==> config.mk <==
export PLATFORM = sky130hd
export DESIGN_NAME = uart_receiver_flat
export DESIGN_NICKNAME = d
export VERILOG_FILES = /design/src/rtl/uart_receiver_if.sv /design/src/rtl/uart_receiver.sv /design/src/flat_wrapper.sv
export SDC_FILE = /design/constraint.sdc
export NUM_CORES = 1
export LEC_CHECK = 0
export CORE_MARGIN = 2
export CORE_UTILIZATION = 30
export DETAILED_ROUTE_END_ITERATION = 6
export PLACE_DENSITY = 0.55
export SLEW_MARGIN = 20
export SYNTH_ARGS = -nofsm -noshare
export SYNTH_HDL_FRONTEND = slang
export SYNTH_SLANG_ARGS = --single-unit
==> constraint.sdc <==
create_clock -name clk -period 3.7 [get_ports clk]
set_input_delay 1.11 -clock clk [delete_from_list [all_inputs] [get_ports clk]]
set_output_delay 1.11 -clock clk [all_outputs]
set_load 0.1 [all_outputs]
==> src/rtl/uart_receiver_if.sv <==
// Byte-side handshake of the UART receiver: received byte with valid/ready
// plus the one-cycle error flags.
interface uart_receiver_if;
  logic [7:0] data;
  logic       data_valid;
  logic       data_ready;
  logic       framing_error;
  logic       overrun;

  // Receiver side drives the byte and flags, consumer returns ready.
  modport master (
    output data,
    output data_valid,
    output framing_error,
    output overrun,
    input  data_ready
  );

  modport slave (
    input  data,
    input  data_valid,
    input  framing_error,
    input  overrun,
    output data_ready
  );
endinterface

==> src/rtl/uart_receiver.sv <==
// uart_receiver: 8N1 asynchronous serial receiver (LSB first, idle high).
// Bytes are presented behind a valid/ready handshake; framing errors and
// overruns are reported as single-cycle pulses.
module uart_receiver #(
  parameter int unsigned BAUD_RATE  = 115200,
  parameter int unsigned CLOCK_RATE = 25_000_000
) (
  input  logic            clk,
  input  logic            reset,
  input  logic            uart_rx,
  uart_receiver_if.master rx_bus
);

  localparam int unsigned DIV  = CLOCK_RATE / BAUD_RATE;
  localparam int unsigned HALF = DIV / 2;
  localparam int unsigned CW   = $clog2(DIV);

  localparam logic [CW-1:0] CNT_BIT_END   = CW'(DIV - 1);
  localparam logic [CW-1:0] CNT_MID_START = CW'(HALF - 1);

  localparam logic [2:0] S_IDLE  = 3'd0;
  localparam logic [2:0] S_START = 3'd1;
  localparam logic [2:0] S_DATA  = 3'd2;
  localparam logic [2:0] S_STOP  = 3'd3;
  localparam logic [2:0] S_BREAK = 3'd4;

  logic          rx_meta;
  logic          rx_s;
  logic [2:0]    state;
  logic [CW-1:0] cnt;
  logic [2:0]    idx;
  logic [7:0]    sreg;
  logic [7:0]    data_q;
  logic          valid_q;
  logic          framing_error_q;
  logic          overrun_q;

  logic          bit_end;
  logic          mid_start;
  logic          accept;

  assign rx_bus.data          = data_q;
  assign rx_bus.data_valid    = valid_q;
  assign rx_bus.framing_error = framing_error_q;
  assign rx_bus.overrun       = overrun_q;

  // Two-flop synchroniser bringing the idle-high line into the clk domain.
  always_ff @(posedge clk or posedge reset) begin
    if (reset) begin
      rx_meta <= 1'b1;
      rx_s    <= 1'b1;
    end else begin
      rx_meta <= uart_rx;
      rx_s    <= rx_meta;
    end
  end

  // Baud-counter compare points and handshake acceptance.
  always_comb begin
    bit_end   = (cnt == CNT_BIT_END);
    mid_start = (cnt == CNT_MID_START);
    accept    = valid_q & rx_bus.data_ready;
  end

  // Frame state machine, shift register, output holding register and flags.
  always_ff @(posedge clk or posedge reset) begin
    if (reset) begin
      state           <= S_IDLE;
      cnt             <= '0;
      idx             <= '0;
      sreg            <= '0;
      data_q          <= '0;
      valid_q         <= 1'b0;
      framing_error_q <= 1'b0;
      overrun_q       <= 1'b0;
    end else begin
      framing_error_q <= 1'b0;
      overrun_q       <= 1'b0;
      // Accept clears valid first; a byte completing on the same edge
      // re-sets it below, so the accept wins and no overrun is raised.
      if (accept) begin
        valid_q <= 1'b0;
      end

      case (state)
        S_IDLE: begin
          cnt <= '0;
          idx <= '0;
          if (!rx_s) begin
            state <= S_START;
          end
        end

        S_START: begin
          if (mid_start) begin
            cnt   <= '0;
            state <= rx_s ? S_IDLE : S_DATA;
          end else begin
            cnt <= cnt + CW'(1);
          end
        end

        S_DATA: begin
          if (bit_end) begin
            sreg <= {rx_s, sreg[7:1]};
            cnt  <= '0;
            if (idx == 3'd7) begin
              idx   <= '0;
              state <= S_STOP;
            end else begin
              idx <= idx + 3'd1;
            end
          end else begin
            cnt <= cnt + CW'(1);
          end
        end

        S_STOP: begin
          if (bit_end) begin
            cnt <= '0;
            if (rx_s) begin
              state <= S_IDLE;
              if (!valid_q || accept) begin
                data_q  <= sreg;
                valid_q <= 1'b1;
              end else begin
                overrun_q <= 1'b1;
              end
            end else begin
              framing_error_q <= 1'b1;
              state           <= S_BREAK;
            end
          end else begin
            cnt <= cnt + CW'(1);
          end
        end

        S_BREAK: begin
          cnt <= '0;
          idx <= '0;
          if (rx_s) begin
            state <= S_IDLE;
          end
        end

        default: begin
          state <= S_IDLE;
          cnt   <= '0;
          idx   <= '0;
        end
      endcase
    end
  end

endmodule

==> src/flat_wrapper.sv <==
// flat-port wrapper written by rule: the top's interface ports become plain ports
module uart_receiver_flat 
#(
  parameter int unsigned BAUD_RATE  = 115200,
  parameter int unsigned CLOCK_RATE = 25_000_000
)
  (clk, reset, uart_rx, rx_bus_data, rx_bus_data_valid, rx_bus_framing_error, rx_bus_overrun, rx_bus_data_ready);
  uart_receiver_if rx_bus_i ();
  input  logic clk;
  input  logic reset;
  input  logic uart_rx;
  output wire logic [$bits(rx_bus_i.data)-1:0] rx_bus_data;
  output wire logic [$bits(rx_bus_i.data_valid)-1:0] rx_bus_data_valid;
  output wire logic [$bits(rx_bus_i.framing_error)-1:0] rx_bus_framing_error;
  output wire logic [$bits(rx_bus_i.overrun)-1:0] rx_bus_overrun;
  input wire logic [$bits(rx_bus_i.data_ready)-1:0] rx_bus_data_ready;
  assign rx_bus_data = rx_bus_i.data;
  assign rx_bus_data_valid = rx_bus_i.data_valid;
  assign rx_bus_framing_error = rx_bus_i.framing_error;
  assign rx_bus_overrun = rx_bus_i.overrun;
  assign rx_bus_i.data_ready = rx_bus_data_ready;
  uart_receiver #(.BAUD_RATE(BAUD_RATE), .CLOCK_RATE(CLOCK_RATE)) u_core (.clk(clk), .reset(reset), .uart_rx(uart_rx), .rx_bus(rx_bus_i));
endmodule
==> results.toml <==
[global_routing]
grt_pass1_vias = 960
grt_pass1_wl_microns = 4602
antenna_found_initial = 0
gr-usage-met1 = 0.1304
gr-total-overflow = 0
grt_max_degree = 36
grt.total_usage = 0.1009
use_met3 = 0.04881
grt-busiest-layer = "met2"
grtUsageMet2 = 0.1464

[clocking]
cts.clk_slew.worst_paths_ps = 70
clk_latency_ps = 290
post_cts_resized = 0
cts_made_buffers = 5
cts_max_level = 2
cts_sinks = 35
cts.path.max_buffers = 2
cts_tree = "built"
cts_root_buf = "clkbuf_8"
post_cts_buffers = 0
holdBufCountCts = 0

[floorplanning]
die_y_microns = 75.95
die-width_microns = 75.95
initial_core_util = 0.3079
dieArea_sq_mm = 0.005768
placementRows = 26
ioPinCount = 15
core_area_sq_mm = 0.005042

[timing]
min_period_ps = 2189
rsz0062_at_grt = "no"
clock.fmax_ghz = 0.4568
hold_viol_final = 0
drv_slew = 0
setup_viol = 0
hold_slack_ps = 356.7
setup_slack_ps = 1511
finalCritPeriodShare = 0.5916
slew-limit-headroom = 0.6384
tightest_slew_ps = 539.5
finalSetupTns_ps = 0
skew_ps = 8.918

[synth]
synth_area_sq_mm = 0.001553
postSynthCellCount = 130
synthAdderAreaFrac = 0.03223
ys_types = 30
ys.warnings.count = 0
synth.area.mux_share = 0.1160
synth_fp_nets = 138
synth_compound_area_frac = 0.05479
synth_xor_xnor_area_share = 0.03384
synth-simple-area-share = 0.1724
synth_top_family_by_area = "simple AND/OR/NAND/NOR gates"
ys_seq_area_frac = 0.5657
ys_ff_latch = 35
synth_area_per_cell_sq_um = 11.94

[power]
total_power_uw = 664.9
p_leak_nw = 0.8672
peakVddDrop_mv = 0.1251
powerDensity_mw_per_mm2 = 365.0

[cells_and_area]
finalCoreUtilization = 0.3613
area_growth_pct = 17.32
diodes = 0
nFillCells = 500
drive_gt1_frac = 0.2653
fin_cells = 217
stdcell_area_sq_mm = 0.001822
nets = 154
multi_input_area_sq_um = 635.6
regArea_sq_um = 878.3

[placement]
place_area_sq_mm = 0.001737
place_inst = 209
place_hpwl_microns = 1800
pre_cts_slack_ps = 1174
gp_congestion = 0.6900
io_buffers = 14

[worst_setup_path]
crit_type = "in -> reg"
timing.rr.end = "u_core.sreg[1]$_DFFE_PP0P_"
r2r-start = "u_core.cnt[0]$_DFF_PP0_"
cp_slowest_cell = "clkdlybuf4s50_1"
max_stage_delay_ps = 440
path_cells = "clkdlybuf4s50_1 > nand2b_1 > nand4b_2 > mux2_2"
r2r_slack_ps = 1520
cp_data_required_time_ps = 3880
cp_max_fo = 8
worst_setup_path_end_kind = "flop"
arrival_ps = 2360
rr_worst_depth = 6
startpoint_type = "input pin"

[detailed_routing]
drtPass1Iterations = 3
drt-total-wl_microns = 2649
vias = 990
drc = 0
wire_per_inst_microns = 12.21
postRouteAntennaNets = 0
drtIter0Drc = 41
vias_per_cell = 4.562

[run_status]
outcome = "completed"

[flow_run]
cap_violations = 0

[min_path]
min_from = "u_core.rx_meta$_DFF_PP1_"
worstHoldPathType = "reg -> reg"
min_to = "u_core.rx_s$_DFF_PP1_"
min_path_cells = 0
-- how the worst max path moves through the flow --
stage                                                  start  cells after the start                                 to  slack [ps]
after floorplan           u_core.rx_bus.data_valid$_DFF_PP0_                      0                  rx_bus_data_valid        1690
after global placement                     rx_bus_data_ready                      4  u_core.rx_bus.data[1]$_DFFE_PP0P_        1220
after detailed placement                   rx_bus_data_ready                      4  u_core.rx_bus.data[0]$_DFFE_PP0P_        1170
after CTS                                  rx_bus_data_ready                      4  u_core.rx_bus.data[0]$_DFFE_PP0P_        1460
after global routing                 u_core.cnt[0]$_DFF_PP0_                      6         u_core.sreg[1]$_DFFE_PP0P_        1430
final                                      rx_bus_data_ready                      4  u_core.rx_bus.data[0]$_DFFE_PP0P_        1510
-- flip-flops by register name, indices dropped and copies added, names as in the netlist --
| signal | flops |
|---|---|
| u_core.rx_meta | 1 |
| u_core.idx | 3 |
| u_core.rx_bus.data_valid | 1 |
| u_core.sreg | 8 |
| u_core.rx_bus.data | 8 |
| u_core.rx_s | 1 |
| u_core.rx_bus.overrun | 1 |
| u_core.rx_bus.framing_error | 1 |
| u_core.state | 3 |
| u_core.cnt | 8 |
-- power breakdown --
part	internal [mW]	switching, mW	total (mW)
clock network	0.131	0.136	0.267
registers	0.384	0.00105	0.386
logic	0.00444	0.00795	0.0124
total	0.520	0.145	0.665
-- cell families after synthesis --
family          after synthesis
xor+xnor                      6
mux                          16
simple gates                 47
flops                        35
buf+inv                      10
fa+ha+maj                     4
compound gates               12
-- synth_stat cells (all sizes together) --
cell     number  area share
or3           2      0.0081
nand4bb       1      0.0073
nor3          4       0.023
nand2        10       0.024
nand3         5       0.016
a21o          2      0.0097
a32oi         1      0.0056
nand4b        4       0.027
clkbuf        5       0.012
mux2         16        0.12
o41ai         1      0.0056
dfstp         2       0.034
buf           1      0.0032
ha            4       0.032
xnor2         4       0.023
nand2b        3       0.012
o32a          1      0.0064
xor2          2       0.011
a211o         1      0.0056
a21oi         3      0.0097
dfrtp        33        0.53
a31oi         3       0.012
inv           4      0.0097
nor4b         3       0.017
nor2b         1      0.0040
nor2         14       0.034
-- worst max-delay path: cells and delay by family --
| family | cells | cell delay [ps] |
|---|---|---|
| mux | 1 | 370 |
| simple gates | 2 | 440 |
| buf+inv | 1 | 440 |
-- layout make-up --
| cell class | instances | share of cell area |
|---|---|---|
| sequential | 35 | 0.4821 |
| multi-input combinational | 85 | 0.3489 |
| timing repair buffer | 15 | 0.06593 |
| tap | 70 | 0.04808 |
| clock buffer | 6 | 0.03984 |
| inverter | 4 | 0.008242 |
| clock inverter | 2 | 0.006868 |
-- cell usage in the layout (no fill, tap or decap), drive strengths merged, types with 3 or more instances in the layout --
cell type / n
a21oi: 3
a31oi: 3
buf: 12
clkbuf: 6
clkdlybuf4s50: 3
dfrtp: 33
ha: 4
inv: 4
mux2: 16
nand2: 10
nand2b: 3
nand3: 5
nand4b: 4
nor2: 14
nor3: 4
nor4b: 3
xnor2: 4
-- routing by layer --
metal	up-vias	part of all wire
li1	487	-
met1	488	0.50
met2	13	0.45
met3	2	0.046
met4	0	0.0060
met5	-	0
Power figures use the tool's default switching activity.
